===== config.mk =====
export PLATFORM = sky130hd
export DESIGN_NAME = sync_fifo_param_flat
export DESIGN_NICKNAME = d
export VERILOG_FILES = /design/src/rtl/sync_fifo_pkg.sv /design/src/rtl/sync_fifo_param_if.sv /design/src/rtl/sync_fifo_ptr.sv /design/src/rtl/sync_fifo_param.sv /design/src/flat_wrapper.sv
export SDC_FILE = /design/constraint.sdc
export NUM_CORES = 1
export LEC_CHECK = 0
export CAP_MARGIN = 5
export CORE_MARGIN = 2
export CORE_UTILIZATION = 55
export CTS_BUF_LIST = sky130_fd_sc_hd__clkbuf_2 sky130_fd_sc_hd__clkbuf_4 sky130_fd_sc_hd__clkbuf_8
export DETAILED_ROUTE_END_ITERATION = 6
export GPL_ROUTABILITY_DRIVEN = 1
export HOLD_SLACK_MARGIN = 0.1
export PLACE_DENSITY = 0.78
export SLEW_MARGIN = 15
export SYNTH_ARGS = -nofsm -noshare
export SYNTH_HDL_FRONTEND = slang
export SYNTH_SLANG_ARGS = --single-unit

===== constraint.sdc =====
create_clock -name clk -period 11.7 [get_ports clk]
set_input_delay 2.34 -clock clk [delete_from_list [all_inputs] [get_ports clk]]
set_output_delay 2.34 -clock clk [all_outputs]
set_load 0.01 [all_outputs]

===== src/rtl/sync_fifo_pkg.sv =====
// sync_fifo_pkg: read-mode enum and pointer-width helper shared by the FIFO files
package sync_fifo_pkg;
  typedef enum logic {STD, FWFT} fifo_mode_e;
  function automatic int ptr_w(input int depth);
    return $clog2(depth) + 1;
  endfunction
endpackage


===== src/rtl/sync_fifo_param_if.sv =====
// sync_fifo_param_if: write/read handshake, status flags and error flags of sync_fifo_param
interface sync_fifo_param_if
  import sync_fifo_pkg::*;
#(
  parameter int WIDTH = 64,
  parameter int DEPTH = 8
) ();
  localparam int CW = ptr_w(DEPTH);
  logic             wen;
  logic [WIDTH-1:0] din;
  logic             ren;
  logic [WIDTH-1:0] dout;
  logic             dout_valid;
  logic             full;
  logic             empty;
  logic             almost_full;
  logic             almost_empty;
  logic [CW-1:0]    count;
  logic             err_clr;
  logic             overflow;
  logic             underflow;
  modport master (
    output wen, din, ren, err_clr,
    input  dout, dout_valid, full, empty, almost_full, almost_empty, count, overflow, underflow
  );
  modport slave (
    input  wen, din, ren, err_clr,
    output dout, dout_valid, full, empty, almost_full, almost_empty, count, overflow, underflow
  );
endinterface


===== src/rtl/sync_fifo_ptr.sv =====
// sync_fifo_ptr: FIFO pointer with wrap bit, advancing modulo 2*DEPTH
module sync_fifo_ptr #(
  parameter int PW = 4
) (
  input  logic          clk,
  input  logic          reset,
  input  logic          inc,
  output logic [PW-1:0] ptr
);
  always_ff @(posedge clk or posedge reset) begin
    if (reset) ptr <= '0;
    else       ptr <= ptr + PW'(inc);
  end
endmodule


===== src/rtl/sync_fifo_param.sv =====
// sync_fifo_param: single-clock FIFO, STD/FWFT read, thresholds; SYNC_FIFO_ERR_FLAGS_EN builds sticky error flags
module sync_fifo_param
  import sync_fifo_pkg::*;
#(
  parameter int         WIDTH     = 64,
  parameter int         DEPTH     = 8,
  parameter fifo_mode_e MODE      = STD,
  parameter int         AF_THRESH = DEPTH - 1,
  parameter int         AE_THRESH = 1
) (
  input logic clk,
  input logic reset,
  sync_fifo_param_if.slave f
);
  localparam int AW = $clog2(DEPTH);
  localparam int PW = ptr_w(DEPTH);
  localparam logic [PW-1:0] AF = PW'(AF_THRESH);
  localparam logic [PW-1:0] AE = PW'(AE_THRESH);
  if (DEPTH < 2 || (DEPTH & (DEPTH - 1)) != 0) begin : g_bad_depth
    $error("sync_fifo_param: DEPTH must be a power of two >= 2");
  end
  if (AF_THRESH < 1 || AF_THRESH > DEPTH) begin : g_bad_af
    $error("sync_fifo_param: AF_THRESH out of range 1..DEPTH");
  end
  if (AE_THRESH < 0 || AE_THRESH > DEPTH - 1) begin : g_bad_ae
    $error("sync_fifo_param: AE_THRESH out of range 0..DEPTH-1");
  end
  logic [PW-1:0]    wr_ptr, rd_ptr, count;
  logic [WIDTH-1:0] mem [DEPTH];
  logic             empty, full, rd_acc, wr_acc;
  assign empty  = wr_ptr == rd_ptr;
  assign full   = (wr_ptr[AW] != rd_ptr[AW]) && (wr_ptr[AW-1:0] == rd_ptr[AW-1:0]);
  assign rd_acc = f.ren & ~empty;
  // a full FIFO still takes a write when the same cycle frees a slot
  assign wr_acc = f.wen & (~full | rd_acc);
  sync_fifo_ptr #(.PW(PW)) u_wr (.clk(clk), .reset(reset), .inc(wr_acc), .ptr(wr_ptr));
  sync_fifo_ptr #(.PW(PW)) u_rd (.clk(clk), .reset(reset), .inc(rd_acc), .ptr(rd_ptr));
  always_ff @(posedge clk or posedge reset) begin
    if (reset) count <= '0;
    else       count <= count + PW'(wr_acc) - PW'(rd_acc);
  end
  always_ff @(posedge clk) begin
    if (wr_acc) mem[wr_ptr[AW-1:0]] <= f.din;
  end
  assign f.count        = count;
  assign f.full         = full;
  assign f.empty        = empty;
  assign f.almost_full  = count >= AF;
  assign f.almost_empty = count <= AE;
  if (MODE == STD) begin : g_std
    logic [WIDTH-1:0] dout_q;
    logic             dv_q;
    always_ff @(posedge clk or posedge reset) begin
      if (reset) begin
        dout_q <= '0;
        dv_q   <= 1'b0;
      end else begin
        if (rd_acc) dout_q <= mem[rd_ptr[AW-1:0]];
        dv_q <= rd_acc;
      end
    end
    assign f.dout       = dout_q;
    assign f.dout_valid = dv_q;
  end else begin : g_fwft
    // masking while empty keeps dout at 0 after reset instead of stale memory
    assign f.dout       = empty ? '0 : mem[rd_ptr[AW-1:0]];
    assign f.dout_valid = ~empty;
  end
`ifdef SYNC_FIFO_ERR_FLAGS_EN
  logic ovf_q, unf_q;
  always_ff @(posedge clk or posedge reset) begin
    if (reset) begin
      ovf_q <= 1'b0;
      unf_q <= 1'b0;
    end else begin
      ovf_q <= (f.wen & ~wr_acc) | (ovf_q & ~f.err_clr);
      unf_q <= (f.ren & ~rd_acc) | (unf_q & ~f.err_clr);
    end
  end
  assign f.overflow  = ovf_q;
  assign f.underflow = unf_q;
`else
  logic unused_err_clr;
  assign unused_err_clr = f.err_clr;
  assign f.overflow     = 1'b0;
  assign f.underflow    = 1'b0;
`endif
endmodule

===== src/flat_wrapper.sv =====
// flat-port wrapper written by rule: the top's interface ports become plain ports
module sync_fifo_param_flat import sync_fifo_pkg::*;
#(
  parameter int         WIDTH     = 64,
  parameter int         DEPTH     = 8,
  parameter fifo_mode_e MODE      = STD,
  parameter int         AF_THRESH = DEPTH - 1,
  parameter int         AE_THRESH = 1
)
  (clk, reset, f_wen, f_din, f_ren, f_err_clr, f_dout, f_dout_valid, f_full, f_empty, f_almost_full, f_almost_empty, f_count, f_overflow, f_underflow);
  sync_fifo_param_if #(.WIDTH(WIDTH), .DEPTH(DEPTH)) f_i ();
  input logic clk;
  input logic reset;
  input wire logic [$bits(f_i.wen)-1:0] f_wen;
  input wire logic [$bits(f_i.din)-1:0] f_din;
  input wire logic [$bits(f_i.ren)-1:0] f_ren;
  input wire logic [$bits(f_i.err_clr)-1:0] f_err_clr;
  output wire logic [$bits(f_i.dout)-1:0] f_dout;
  output wire logic [$bits(f_i.dout_valid)-1:0] f_dout_valid;
  output wire logic [$bits(f_i.full)-1:0] f_full;
  output wire logic [$bits(f_i.empty)-1:0] f_empty;
  output wire logic [$bits(f_i.almost_full)-1:0] f_almost_full;
  output wire logic [$bits(f_i.almost_empty)-1:0] f_almost_empty;
  output wire logic [$bits(f_i.count)-1:0] f_count;
  output wire logic [$bits(f_i.overflow)-1:0] f_overflow;
  output wire logic [$bits(f_i.underflow)-1:0] f_underflow;
  assign f_i.wen = f_wen;
  assign f_i.din = f_din;
  assign f_i.ren = f_ren;
  assign f_i.err_clr = f_err_clr;
  assign f_dout = f_i.dout;
  assign f_dout_valid = f_i.dout_valid;
  assign f_full = f_i.full;
  assign f_empty = f_i.empty;
  assign f_almost_full = f_i.almost_full;
  assign f_almost_empty = f_i.almost_empty;
  assign f_count = f_i.count;
  assign f_overflow = f_i.overflow;
  assign f_underflow = f_i.underflow;
  sync_fifo_param #(.WIDTH(WIDTH), .DEPTH(DEPTH), .MODE(MODE), .AF_THRESH(AF_THRESH), .AE_THRESH(AE_THRESH)) u_core (.clk(clk), .reset(reset), .f(f_i));
endmodule

==> results of run 1 <==
==> path summary, 6_finish.rpt <==
kind	from	end	slack [ns]	cells past startpoint
setup / recovery	u_core.u_rd.ptr[0]	f_empty	6.09	3
hold / removal	u_core.f.dout[37]	u_core.f.dout[37]	0.51	1
setup reg to reg	u_core.u_rd.ptr[0]	u_core.f.count[2]	7.58	9
hold reg to reg	u_core.f.dout[37]	u_core.f.dout[37]	0.51	1
max in group asynchronous	reset	u_core.u_rd.ptr[0]	8.35	3
min in group asynchronous	reset	u_core.f.dout[28]	2.08	2
==> cells in the final DEF (no fill, tap or decap), drive strengths merged, types with 6 or more instances in the layout <==
cell type	Yosys	routed
edfxtp	512	512
clkbuf	17	143
clkdlybuf4s50	0	140
mux4	128	128
mux2	128	128
dfrtp	77	77
buf	31	23
clkinv	0	22
inv	12	12
ha	10	10
xor2	7	7
a2111oi	6	6
==> cells in the mapped netlist (all sizes together) <==
| master | count |
|---|---|
| a211oi | 2 |
| clkbuf | 17 |
| xor2 | 7 |
| conb | 1 |
| a2111oi | 6 |
| a21boi | 1 |
| fa | 1 |
| buf | 31 |
| o41ai | 1 |
| nor2b | 1 |
| nand2b | 1 |
| a21oi | 1 |
| nand3 | 3 |
| mux2 | 128 |
| inv | 12 |
| xnor2 | 4 |
| nor4 | 2 |
| ha | 10 |
| mux4 | 128 |
| nand2 | 3 |
| edfxtp | 512 |
| dfrtp | 77 |
| a21o | 1 |
==> logic make-up (layout without fill, tap and decap cells) <==
group           Yosys count  count (layout)  share of synthesized area
flops                   589             589                     0.7681
compound gates           12              12                   0.005110
simple gates             10              10                   0.002555
other cells               1               3                  0.0001665
mux                     256             256                     0.2001
xor+xnor                 11              11                   0.004277
buf+inv                  60             344                    0.01327
fa+ha+maj                11              11                   0.006443
==> metal layers <==
layer,wire [um],part of all wire,track usage
met4,849,0.020,0.06199
met2,21780,0.51,0.3543
met3,2665,0.063,0.05219
met1,17260,0.41,0.2698
met5,52,0.0012,0
==> power by group <==
group | internal, mW | switching [mW] | leakage [nW] | total [mW]
Clock | 0.967 | 0.746 | 1.00 | 1.71
Combinational | 1.16 | 0.846 | 2.42 | 2.00
Sequential | 2.73 | 0.264 | 5.55 | 2.99
Total | 4.85 | 1.86 | 8.97 | 6.71
==> metrics by stage <==
stage	power (mW)	cells	setup TNS, ns	util
after global routing	7.041	1768	0	0.6516
final	6.706	1768	0	0.6516
after detailed placement	5.069	1598	0	0.6051
after CTS	6.804	1767	0	0.6515
after floorplan	4.437	951	-600.36	-
after global placement	5.016	1598	0	0.6051
==> critical path, stage by stage (launching register included) <==
cell and delay, ns:
dfrtp_4 0.99, xor2_1 0.30, nor4_1 0.67, clkdlybuf4s50_1 0.67
==> sequential cells by signal, indices dropped and copies added, names as in the netlist <==
| register | flops |
|---|---|
| u_core.mem | 512 |
| u_core.f.dout_valid | 1 |
| u_core.f.count | 4 |
| u_core.u_rd.ptr | 4 |
| u_core.u_wr.ptr | 4 |
| u_core.f.dout | 64 |
==> layout make-up <==
class	instances	area (sq um)	share of cell area
Inverter	12	50.05	0.001890
Antenna cell	1	2.502	0.00009449
Clock inverter	26	143.9	0.005433
Multi-Input combinational cell	302	4992	0.1885
Timing Repair Buffer	163	1574	0.05943
Sequential cell	589	17310	0.6537
Tap cell	532	665.6	0.02513
Clock buffer	143	1743	0.06581
==> flow_summary_export.csv, run 1 <==
group,metric,value,unit
status,status,"finished clean",
clock_tree,cts_buffer_depth,3,
timing,slew_viol_final,0,
timing,period_share,0.4793,
die,initial_core_util,0.5542,
route,num_vias,10070,
global_route,gr-usage-all-layers,0.2091,
placement,dp_hpwl,22.70,mm
clock_tree,cts_num_sinks,589,
power,power_density,253.2,mW/mm^2
flow_run,drv_cap,0,
clock_tree,clkSlewWorstSetupHoldPaths,0.06,ns
die,boundaryPins,144,
route,drt_iter0_markers,684,
critical_path,critPathCaptureType,"output port",
timing,layout_setup_ws,6.093,ns
clock_tree,clock_latency,0.64,ns
layout,stdcell_area,0.02648,sq mm
global_route,grt_max_degree,77,
placement,pre_cts_ws,6.500,ns
clock_tree,postCtsSetupBuffers,0,
placement,place.gp.congestion,0.7022,
logic_synthesis,synth_area_leaders,"edfxtp_1 (68%), mux4_2 (13%), dfrtp_1 (8.6%)",
power,vdd_drop_max,0.0001448,V
clock_tree,cts_buffers,91,
die,die_width,206.4,um
logic_synthesis,synth_seq_area_share,0.7681,
clock_tree,cts_max_level,3,
route,wire_per_inst,24.10,um
timing,hold_viol_final,0,
timing,finalClockSkew,0.01832,ns
route,drt_first_pass_iters,5,
critical_path,worst-path-max-fanout,41,
global_route,overflow,0,
logic_synthesis,synth.cell_area,0.02253,sq mm
layout,layout-drive-gt1-share,0.3628,
route,wl,42.60,mm
critical_path,critPathRequiredTime,9.36,ns
timing,finalSetupViolCount,0,
timing,rsz0062_at_grt,"no",
timing,worst_pin_slew,1.129,ns
global_route,grt_pass1_vias,11005,
clock_tree,ctsResizeCount,0,
route,vias_per_cell,5.696,
clock_tree,cts_tree,"yes",
die,rows,74,
power,p_leak,8.970,nW
layout,synthToLayoutAreaGrowth,17.57,%
timing,max_freq,178.3,MHz
layout,fillerInstances,2588,
global_route,antenna_found_initial,5,
logic_synthesis,synth_top_area_cell,"edfxtp_1",
layout,nets,1239,
placement,placed_cell_area,0.02459,sq mm
logic_synthesis,synth.distinct_cells,29,
route,drc_errors,0,
logic_synthesis,syn_avg_cell_area,23.71,sq um
critical_path,start_kind,"register",
critical_path,worstPathArrival,3.27,ns
die,fp.coreArea,0.04065,sq mm
critical_path,path_class,"reg2out",
die,dieArea,0.04259,sq mm
logic_synthesis,yosys_warnings,0,
hold_path,hold_class,"reg2reg",
global_route,grt_pass1_wl,64.89,mm
timing,slew_headroom,0.2475,
logic_synthesis,synthCells,950,
die,die_h,206.4,um
clock_tree,cts_root_buf,"clkbuf_8",
placement,place.port_buffers,140,
logic_synthesis,synth_top_area_share,0.6825,
timing,holdWs,0.5082,ns
route,drt.antenna.violating_nets,0,
timing,post-route-min-period,5.607,ns
clock_tree,hold_buffers,0,
logic_synthesis,synth_seq_cells,589,
No activity file was read; power rests on OpenSTA's default activity.
==> run 2: changes to the inputs <==
Settings changed: PLACE_DENSITY 0.78 to 0.75.
Clock period 11.7 ns to 5.85 ns, I/O delays scaled along.
==> flow_summary_export.csv, run 2 (synthesis results as in run 1) <==
group,metric,value,unit
status,status,"finished clean",
layout,layout-drive-gt1-share,0.3595,
layout,synthToLayoutAreaGrowth,17.76,%
die,die_width,206.4,um
route,drt.antenna.violating_nets,0,
clock_tree,clock_latency,0.62,ns
global_route,gr-usage-all-layers,0.2017,
die,die_h,206.4,um
timing,hold_viol_final,0,
layout,largest_register_ffs,512,
power,vdd_drop_max,0.0003789,V
critical_path,crit_end,"f_full",
die,rows,74,
clock_tree,cts_buffer_depth,3,
die,fp.coreArea,0.04065,sq mm
clock_tree,cts_root_buf,"clkbuf_8",
timing,post-route-min-period,3.879,ns
die,dieArea,0.04259,sq mm
layout,nets,1231,
critical_path,timing.rr.end,"u_core.f.count[2]",
die,initial_core_util,0.5542,
timing,finalSetupViolCount,0,
clock_tree,cts_num_sinks,589,
timing,slew_headroom,0.2301,
timing,slew_viol_final,0,
die,boundaryPins,144,
global_route,grt_max_degree,98,
route,drc_errors,0,
global_route,grt_pass1_wl,63.14,mm
critical_path,setup.worst_path.start,"u_core.u_rd.ptr[0]",
timing,max_freq,257.8,MHz
timing,rsz0062_at_grt,"no",
power,power_density,508.2,mW/mm^2
hold_path,hold_class,"reg2reg",
route,wl,41.25,mm
clock_tree,postCtsSetupBuffers,0,
route,drt_iter0_markers,741,
global_route,antenna_found_initial,6,
layout,fillerInstances,2594,
critical_path,path_class,"reg2out",
critical_path,critPathRequiredTime,4.68,ns
layout,fin_cells,1759,
clock_tree,hold_buffers,0,
critical_path,r2r_cells,9,
placement,dp_hpwl,20.94,mm
timing,finalClockSkew,0.01778,ns
layout,final_core_util,0.6526,
critical_path,worst-path-max-fanout,34,
clock_tree,cts_tree,"yes",
critical_path,critPathCaptureType,"output port",
global_route,overflow,0,
placement,place.gp.congestion,0.7314,
critical_path,worstPathArrival,2.71,ns
placement,dp.cells,1593,
route,drt_first_pass_iters,5,
route,vias_per_cell,5.663,
timing,period_share,0.6631,
clock_tree,cts_buffers,88,
flow_run,drv_cap,0,
route,num_vias,9962,
clock_tree,clkSlewWorstSetupHoldPaths,0.06,ns
timing,worst_pin_slew,1.155,ns
critical_path,start_kind,"register",
clock_tree,ctsResizeCount,0,
layout,layout_commonest_cell,"edfxtp_1",
placement,place.port_buffers,140,
power,p_leak,8.975,nW
hold_path,min_path_cells,1,
layout,final_cell_mix,"edfxtp_1 (512), clkdlybuf4s50_1 (140), mux4_2 (128)",
critical_path,r2r-start,"u_core.u_rd.ptr[0]",
critical_path,r2r_slack,2.14,ns
route,wire_per_inst,23.45,um
global_route,grt_pass1_vias,10736,
clock_tree,cts_max_level,3,
[run 2: cell types whose count changed in the layout (fill, tap and decap cells not counted), moves of 3 or more]
cell and change:
clkbuf_4 -11, buf_4 -8, clkinv_2 +4, buf_12 +3, bufinv_16 +3, clkinv_1 -3
[run 2: area by class of cell]
cell class	count	area, sq um	area share
Clock inverter	29	236.5	0.008915
Timing Repair Buffer	158	1574	0.05934
Multi-Input combinational cell	302	4992	0.1882
Clock buffer	134	1688	0.06363
Inverter	12	50.05	0.001887
Antenna cell	3	7.507	0.0002830
Tap cell	532	665.6	0.02509
Sequential cell	589	17310	0.6527
[run 2: report_power, final]
part           total [mW]  leakage, nW  switching (mW)  internal (mW)
combinational        4.07         2.41            1.75           2.32
sequential           5.90         5.55           0.444           5.45
clock                3.51         1.02            1.49           2.02
total                13.5         8.97            3.69           9.80
[run 2: how the worst min path moves through the flow]
stage                             from                 end  slack, ns
global placement     u_core.f.dout[19]   u_core.f.dout[19]       0.49
finish               u_core.f.dout[28]   u_core.f.dout[28]       0.51
detailed placement   u_core.f.dout[56]   u_core.f.dout[56]       0.49
global route         u_core.f.dout[27]   u_core.f.dout[27]       0.53
CTS                  u_core.f.dout[18]   u_core.f.dout[18]       0.52
floorplan           u_core.u_wr.ptr[1]  u_core.u_wr.ptr[1]       0.48
[run 2: worst max-delay path: stages (launching register included)]
cell and delay [ns]:
dfrtp_4 0.89, xor2_1 0.27, nor4_2 0.34, clkdlybuf4s50_1 0.59
[run 2: layer usage]
metal	track usage	part of all wire
met5	0	0.0011
met2	0.3290	0.51
met1	0.2753	0.42
met4	0.06862	0.018
met3	0.04115	0.057
[run 2: through the flow]
step / total power [mW] / TNS (ns) / area [sq um] / hold WS (ns) / setup slack (ns)
6_report: 13.48 / 0 / 26530 / 0.5105 / 1.971
2_1_floorplan: 8.826 / -1286.82 / 22540 / 0.4765 / -3.113
3_3_place_gp: 10.04 / 0 / 24590 / 0.4909 / 2.134
3_5_place_dp: 10.13 / 0 / 24590 / 0.4941 / 2.069
5_1_grt: 14.14 / 0 / 26520 / 0.5284 / 1.735
4_1_cts: 13.66 / 0 / 26520 / 0.5153 / 1.848
